==> config.mk <==
export PLATFORM = sky130hd
export DESIGN_NAME = fifo_3w_arb
export DESIGN_NICKNAME = d
export VERILOG_FILES = /design/src/rtl/fifo_3w_arb_pkg.sv /design/src/rtl/fifo_3w_arb_rr_pick3.sv /design/src/rtl/fifo_3w_arb.sv
export SDC_FILE = /design/constraint.sdc
export NUM_CORES = 1
export LEC_CHECK = 0
export CORE_MARGIN = 5
export CORE_UTILIZATION = 48
export DETAILED_ROUTE_END_ITERATION = 12
export PLACE_DENSITY_LB_ADDON = 0.1
export SYNTH_ARGS = -nofsm -noshare
export SYNTH_HDL_FRONTEND = slang
export SYNTH_HIERARCHICAL = 1
export SYNTH_SLANG_ARGS = --single-unit
==> constraint.sdc <==
create_clock -name clk -period 11.18 [get_ports clk]
set_input_delay 2.236 -clock clk [delete_from_list [all_inputs] [get_ports clk]]
set_output_delay 2.236 -clock clk [all_outputs]
set_load 0.05 [all_outputs]
==> src/rtl/fifo_3w_arb_pkg.sv <==
// fifo_3w_arb_pkg: FSM state codes, lane count and clogb2 shared by the fifo_3w_arb slice
package fifo_3w_arb_pkg;
  localparam logic [1:0] ST_RUN   = 2'd0;
  localparam logic [1:0] ST_DRAIN = 2'd1;
  localparam logic [1:0] ST_DONE  = 2'd2;
  localparam int NUM_LANES = 3;
  function automatic int clogb2(input int n);
    int r;
    for (r = 0; (1 << r) < n; r++) begin
    end
    return (r < 1) ? 1 : r;
  endfunction
endpackage

==> src/rtl/fifo_3w_arb_rr_pick3.sv <==
// rr_pick3: picks up to max_grant set bits of mask in circular order from rr_ptr, packed onto lanes
module rr_pick3
  import fifo_3w_arb_pkg::*;
#(
  parameter int NUM_REQ = 4,
  parameter int IW      = clogb2(NUM_REQ)
) (
  input  logic [NUM_REQ-1:0]              mask,
  input  logic [IW-1:0]                   rr_ptr,
  input  logic [1:0]                      max_grant,
  output logic [NUM_REQ-1:0]              grant,
  output logic [NUM_LANES-1:0][IW-1:0]    lane_idx,
  output logic [NUM_LANES-1:0]            lane_val,
  output logic [1:0]                      n_grant
);
  // circular scan; the k-th hit lands on lane k so scan order becomes FIFO order
  always_comb begin
    int j;
    j = 0;
    grant = '0;
    lane_idx = '0;
    lane_val = '0;
    n_grant = '0;
    for (int k = 0; k < NUM_REQ; k++) begin
      j = int'(rr_ptr) + k;
      j = (j >= NUM_REQ) ? j - NUM_REQ : j;
      if (mask[j] && n_grant < max_grant) begin
        grant[j] = 1'b1;
        lane_idx[n_grant] = IW'(j);
        lane_val[n_grant] = 1'b1;
        n_grant = n_grant + 2'd1;
      end
    end
  end
endmodule

==> src/rtl/fifo_3w_arb.sv <==
// fifo_3w_arb: round-robin scheduler packing up to 3 grants/cycle onto fifo_3w write lanes (option: FIFO_3W_ARB_STARVE_EN)
module fifo_3w_arb
  import fifo_3w_arb_pkg::*;
#(
  parameter int NUM_REQ      = 4,
  parameter int FIFO_WIDTH   = 32,
  parameter int FIFO_DEPTH   = 8,
  parameter int STARVE_LIMIT = 15,
  parameter int CNT_WIDTH    = clogb2(FIFO_DEPTH) + 1
) (
  input  logic                          clk,
  input  logic                          rst_n,
  input  logic                          en,
  input  logic [NUM_REQ-1:0]            req_val,
  input  logic [NUM_REQ*FIFO_WIDTH-1:0] req_data,
  output logic [NUM_REQ-1:0]            req_rdy,
  input  logic [CNT_WIDTH-1:0]          fifo_size,
  output logic                          w_val_0,
  output logic                          w_val_1,
  output logic                          w_val_2,
  output logic [FIFO_WIDTH-1:0]         w_data_0,
  output logic [FIFO_WIDTH-1:0]         w_data_1,
  output logic [FIFO_WIDTH-1:0]         w_data_2,
  input  logic                          flush_req,
  output logic                          flush_done,
  output logic                          busy
);
  localparam int IW = clogb2(NUM_REQ);
  logic [1:0] state;
  logic [IW-1:0] rr_ptr, scan_last;
  logic [CNT_WIDTH:0] inflight, free_raw;
  logic [IW:0] n_req;
  logic [1:0] max_grant;
  logic [NUM_LANES-1:0][IW-1:0] lane_idx, s_idx;
  logic [NUM_LANES-1:0] lane_val, s_val;
  // space check: in-flight lanes are counted so a lagging fifo_size never overcommits
  always_comb begin
    logic [1:0] m;
    inflight = (CNT_WIDTH+1)'(w_val_0) + (CNT_WIDTH+1)'(w_val_1) + (CNT_WIDTH+1)'(w_val_2);
    free_raw = (CNT_WIDTH+1)'(FIFO_DEPTH - 1) - {1'b0, fifo_size} - inflight;
    n_req = '0;
    for (int i = 0; i < NUM_REQ; i++) n_req = n_req + (IW+1)'(req_val[i]);
    m = free_raw[CNT_WIDTH] ? 2'd0 : (free_raw > (CNT_WIDTH+1)'(3)) ? 2'd3 : free_raw[1:0];
    m = (n_req < (IW+1)'(m)) ? n_req[1:0] : m;
    max_grant = (rst_n && en && state == ST_RUN && !flush_req) ? m : 2'd0;
  end
`ifdef FIFO_3W_ARB_STARVE_EN
  localparam int SW = clogb2(STARVE_LIMIT + 1);
  logic [NUM_REQ-1:0][SW-1:0] wait_cnt;
  logic [NUM_REQ-1:0] urgent, u_grant, s_grant;
  logic [NUM_LANES-1:0][IW-1:0] u_idx;
  logic [NUM_LANES-1:0] u_val;
  logic [1:0] u_n, unused_s_n;
  // requesters that waited STARVE_LIMIT cycles jump the queue
  always_comb begin
    urgent = '0;
    for (int i = 0; i < NUM_REQ; i++) urgent[i] = req_val[i] && wait_cnt[i] == SW'(STARVE_LIMIT);
  end
  rr_pick3 #(.NUM_REQ(NUM_REQ), .IW(IW)) u_urg (
    .mask(urgent), .rr_ptr('0), .max_grant(max_grant),
    .grant(u_grant), .lane_idx(u_idx), .lane_val(u_val), .n_grant(u_n)
  );
  rr_pick3 #(.NUM_REQ(NUM_REQ), .IW(IW)) u_scan (
    .mask(req_val & ~u_grant), .rr_ptr(rr_ptr), .max_grant(max_grant - u_n),
    .grant(s_grant), .lane_idx(s_idx), .lane_val(s_val), .n_grant(unused_s_n)
  );
  assign req_rdy = u_grant | s_grant;
  // urgent grants take the lowest lanes, scan grants follow
  always_comb begin
    lane_idx = '0;
    lane_val = '0;
    for (int k = 0; k < NUM_LANES; k++) begin
      if (k < int'(u_n)) begin
        lane_idx[k] = u_idx[k];
        lane_val[k] = u_val[k];
      end else begin
        lane_idx[k] = s_idx[k - int'(u_n)];
        lane_val[k] = s_val[k - int'(u_n)];
      end
    end
  end
  // saturating wait counters, cleared on grant or when the requester idles
  always_ff @(posedge clk) begin
    for (int i = 0; i < NUM_REQ; i++)
      wait_cnt[i] <= (!rst_n || !req_val[i] || req_rdy[i]) ? '0 :
                     (wait_cnt[i] == SW'(STARVE_LIMIT)) ? wait_cnt[i] : wait_cnt[i] + SW'(1);
  end
`else
  logic [1:0] unused_n;
  logic [7:0] unused_starve;
  assign unused_starve = 8'(STARVE_LIMIT);
  rr_pick3 #(.NUM_REQ(NUM_REQ), .IW(IW)) u_scan (
    .mask(req_val), .rr_ptr(rr_ptr), .max_grant(max_grant),
    .grant(req_rdy), .lane_idx(s_idx), .lane_val(s_val), .n_grant(unused_n)
  );
  assign lane_idx = s_idx;
  assign lane_val = s_val;
`endif
  // last requester granted by the scan seeds the next pointer
  always_comb begin
    scan_last = rr_ptr;
    for (int k = 0; k < NUM_LANES; k++) if (s_val[k]) scan_last = s_idx[k];
  end
  // pointer advances past the last scan grant, holds otherwise
  always_ff @(posedge clk) begin
    if (!rst_n) rr_ptr <= '0;
    else if (s_val[0]) rr_ptr <= (scan_last == IW'(NUM_REQ - 1)) ? '0 : scan_last + IW'(1);
  end
  // lane registers; idle lanes keep their last data
  always_ff @(posedge clk) begin
    if (!rst_n) begin
      {w_val_2, w_val_1, w_val_0} <= '0;
      w_data_0 <= '0;
      w_data_1 <= '0;
      w_data_2 <= '0;
    end else begin
      {w_val_2, w_val_1, w_val_0} <= lane_val;
      if (lane_val[0]) w_data_0 <= req_data[lane_idx[0]*FIFO_WIDTH +: FIFO_WIDTH];
      if (lane_val[1]) w_data_1 <= req_data[lane_idx[1]*FIFO_WIDTH +: FIFO_WIDTH];
      if (lane_val[2]) w_data_2 <= req_data[lane_idx[2]*FIFO_WIDTH +: FIFO_WIDTH];
    end
  end
  // flush sequence: stop granting, wait for lanes and FIFO to empty, pulse done
  always_ff @(posedge clk) begin
    if (!rst_n) state <= ST_RUN;
    else if (state == ST_RUN) state <= flush_req ? ST_DRAIN : ST_RUN;
    else if (state == ST_DRAIN) state <= (inflight == '0 && fifo_size == '0) ? ST_DONE : ST_DRAIN;
    else state <= ST_RUN;
  end
  assign flush_done = state == ST_DONE;
  assign busy = state != ST_RUN;
endmodule
==> qor.log <==
[sta] setup repair after global routing missed its margin false
[setup_path] r2r endpoint w_data_2[0]
[setup_path] cell type with the highest occurrence count on the critical path sky130_fd_sc_hd__inv_1
[setup_path] element type at the critical path start primary input
[global_routing] Remaining Overflow, GRT 0
[sta] time the final worst path needs with I/O delays and setup 10.76 ns
[power] VDD IR-drop max 0.0749 mV
[setup_path] maximum fanout along the worst path 9
[flow_run] max-cap viol count 0
[placement] minimum setup slack after placement 0.516 ns
[floorplanning] die span in x 136 um
[drt] DRT Wirelength 24700 um
[drt] routed vias 6428
[drt] post-DR wirelength/cell 22.6 um
[global_routing] largest net degree at the start of global routing 102
[finish] share of post-route cells with drive strength above 1 11.5%
[drt] drt drc 0
[setup_path] Max stage delay on crit path 0.51 ns
[clock_tree] clock latency on the worst-skew pair 0.35 ns
[outcome] run status completed
[clock_tree] number of buffers added for setup after CTS 0
[drt] Iteration-0 DRC Markers 432
[sta] Max Clk Rate 92.9 MHz
[drt] DRT antenna net count 0
[setup_path] startpoint of the worst-slack reg-to-reg timing path w_val_0
[floorplanning] effective utilization at floorplan 48.2%
[global_routing] number of global-route vias before repair 6649
[sta] number of pins with negative max-slew slack in the final report 0
[floorplanning] Die Footprint 0.0184 sq mm
[clock_tree] Clock Sink Count 103
[clock_tree] Root Driver sky130_fd_sc_hd__clkbuf_16
[finish] Final #Nets 1039
[floorplanning] number of top-level pins 245
[power] leakage power summed over all cells 3.48 nW
[global_routing] total routing usage reported by global routing 26.5%
[placement] half-perimeter wire length after detailed placement 17600 um
[global_routing] initial antenna violation count 2
[drt] vias per cell 5.88
[worst_hold_path] source of the worst hold timing path w_data_0[30]
[placement] Port-buffer cells 244
[clock_tree] CTS tree done
[sta] max_slew headroom 35.8%
[sta] share of the clock period used by the worst path 96.2%
[logic_synthesis] YS warnings 6
[worst_hold_path] instance count along the most critical hold path 2
[setup_path] number of cells traversed by the worst register-to-register path 33
[finish] most frequent standard cell in the layout excluding fill and tap cells sky130_fd_sc_hd__clkdlybuf4s50_1
[setup_path] slowest cell on the critical path sky130_fd_sc_hd__fa_1
[worst_hold_path] type of the tightest min-delay check flip-flop to flip-flop
[clock_tree] # H-tree levels 3
[power] power per unit of standard cell area 110 mW/mm^2
[logic_synthesis] post-synthesis instance area 0.00758 sq mm
[worst_hold_path] endpoint with the worst hold slack w_data_0[30]
[logic_synthesis] average size of a mapped cell 11.6 sq um
[setup_path] flop2flop setup slack 2.71 ns
[logic_synthesis] number of instances in the synthesized netlist 653
[finish] number of fillers in the final layout 1198
[sta] min setup slack post-route 0.421 ns
[sta] post-route setup TNS 0 ns
[drt] 1st-pass router iterations 6
[floorplanning] CORE AREA 0.0157 sq mm
[setup_path] Crit path required time 8.94 ns
[setup_path] CP arrival 8.52 ns
[logic_synthesis] synthesized net count 821
[finish] commonest non-fill, non-tap cells in the layout sky130_fd_sc_hd__clkdlybuf4s50_1, sky130_fd_sc_hd__mux2i_1, sky130_fd_sc_hd__dfxtp_1, sky130_fd_sc_hd__nor2b_1, sky130_fd_sc_hd__mux4_1
[clock_tree] Resized cells post-CTS 0
[global_routing] global-route wire length before repair 37900 um
[clock_tree] maximum clock path buffer count 2
[setup_path] Worst Setup End Kind primary output
[sta] Final Hold Viols 0
[clock_tree] number of buffers created by CTS 9
[placement] gp weighted congestion 0.885
[sta] Fin Clk Skew 0.0140 ns
[clock_tree] CTS hold repair buffers 0
[sta] total of endpoints with negative setup slack in the final report 0
[floorplanning] Die Height 136 um
[setup_path] worst setup path class primary input to primary output
[finish] Area Growth Syn to Fin 38.4%
[clock_tree] clock slew at the register clock pins of the worst setup and hold paths 0.07 ns
[sta] slew at the pin closest to its max-slew limit 0.963 ns
[floorplanning] total number of placement rows 46
[final cells by class]
class / instances / area, sq um / share of cell area, %
Timing Repair Buffer: 259 / 2600 / 24.8
Sequential cell: 103 / 2060 / 19.7
Clock buffer: 12 / 256 / 2.45
Clock inverter: 4 / 51.3 / 0.489
Tap cell: 216 / 270 / 2.58
Multi-Input combinational cell: 461 / 5100 / 48.7
Inverter: 37 / 139 / 1.32
Antenna cell: 2 / 5.00 / 0.0477
[layer usage]
metal | GRT usage, % | share of wire (%) | vias up | wire [um]
met2 | 45.6 | 50 | 260 | 12300
met1 | 33.0 | 41 | 3214 | 10000
met5 | 0 | 0 | - | 0
li1 | - | - | 2915 | -
met3 | 5.24 | 6.7 | 39 | 1660
met4 | 9.69 | 2.8 | 0 | 692
[metrics by stage]
step | hold WS (ns) | power [W] | utilization, % | instances | cell area [sq um]
6_report | 0.518 | 0.00115 | 66.8 | 1094 | 10500
3_5_place_dp | 0.501 | 0.000822 | 64.8 | 1076 | 10200
4_1_cts | 0.522 | 0.00116 | 66.7 | 1092 | 10500
3_3_place_gp | 0.496 | 0.000812 | 64.8 | 1076 | 10200
2_1_floorplan | 0.507 | 0.000672 | - | 653 | 7580
5_1_grt | 0.541 | 0.00120 | 66.8 | 1094 | 10500
[critical path, delay by kind of cell]
kind                     cells  cell delay [ns]
AO/OA/AOI/OAI                9             2.26
adder cells (fa/ha/maj)      6             2.04
buffers and inverters        9             1.29
AND/OR/NAND/NOR              4             0.69
[worst max-delay path by stage]
stage | from | to | slack, ns | cells after the start
after floorplan | fifo_size[1] | req_rdy[0] | 1.39 | 26
after global placement | fifo_size[1] | req_rdy[2] | 0.81 | 27
after detailed placement | fifo_size[1] | req_rdy[2] | 0.52 | 28
after CTS | fifo_size[1] | req_rdy[2] | 0.49 | 28
after global routing | fifo_size[1] | req_rdy[2] | 0.02 | 28
final | fifo_size[1] | req_rdy[0] | 0.42 | 28
[state kept, by name, indices dropped and copies added, names as in the netlist]
| register | cells |
|---|---|
| w_data_2 | 32 |
| w_val_2 | 1 |
| w_data_1 | 32 |
| rr_ptr | 2 |
| w_val_1 | 1 |
| w_data_0 | 32 |
| w_val_0 | 1 |
| state | 2 |
[report_power, final]
part | switching (W) | total [W] | internal, W
combinational | 0.000217 | 0.000411 | 0.000194
clock | 0.000147 | 0.000333 | 0.000187
sequential | 0.0000172 | 0.000405 | 0.000388
total | 0.000381 | 0.00115 | 0.000769
Power figures use the tool's default switching activity.
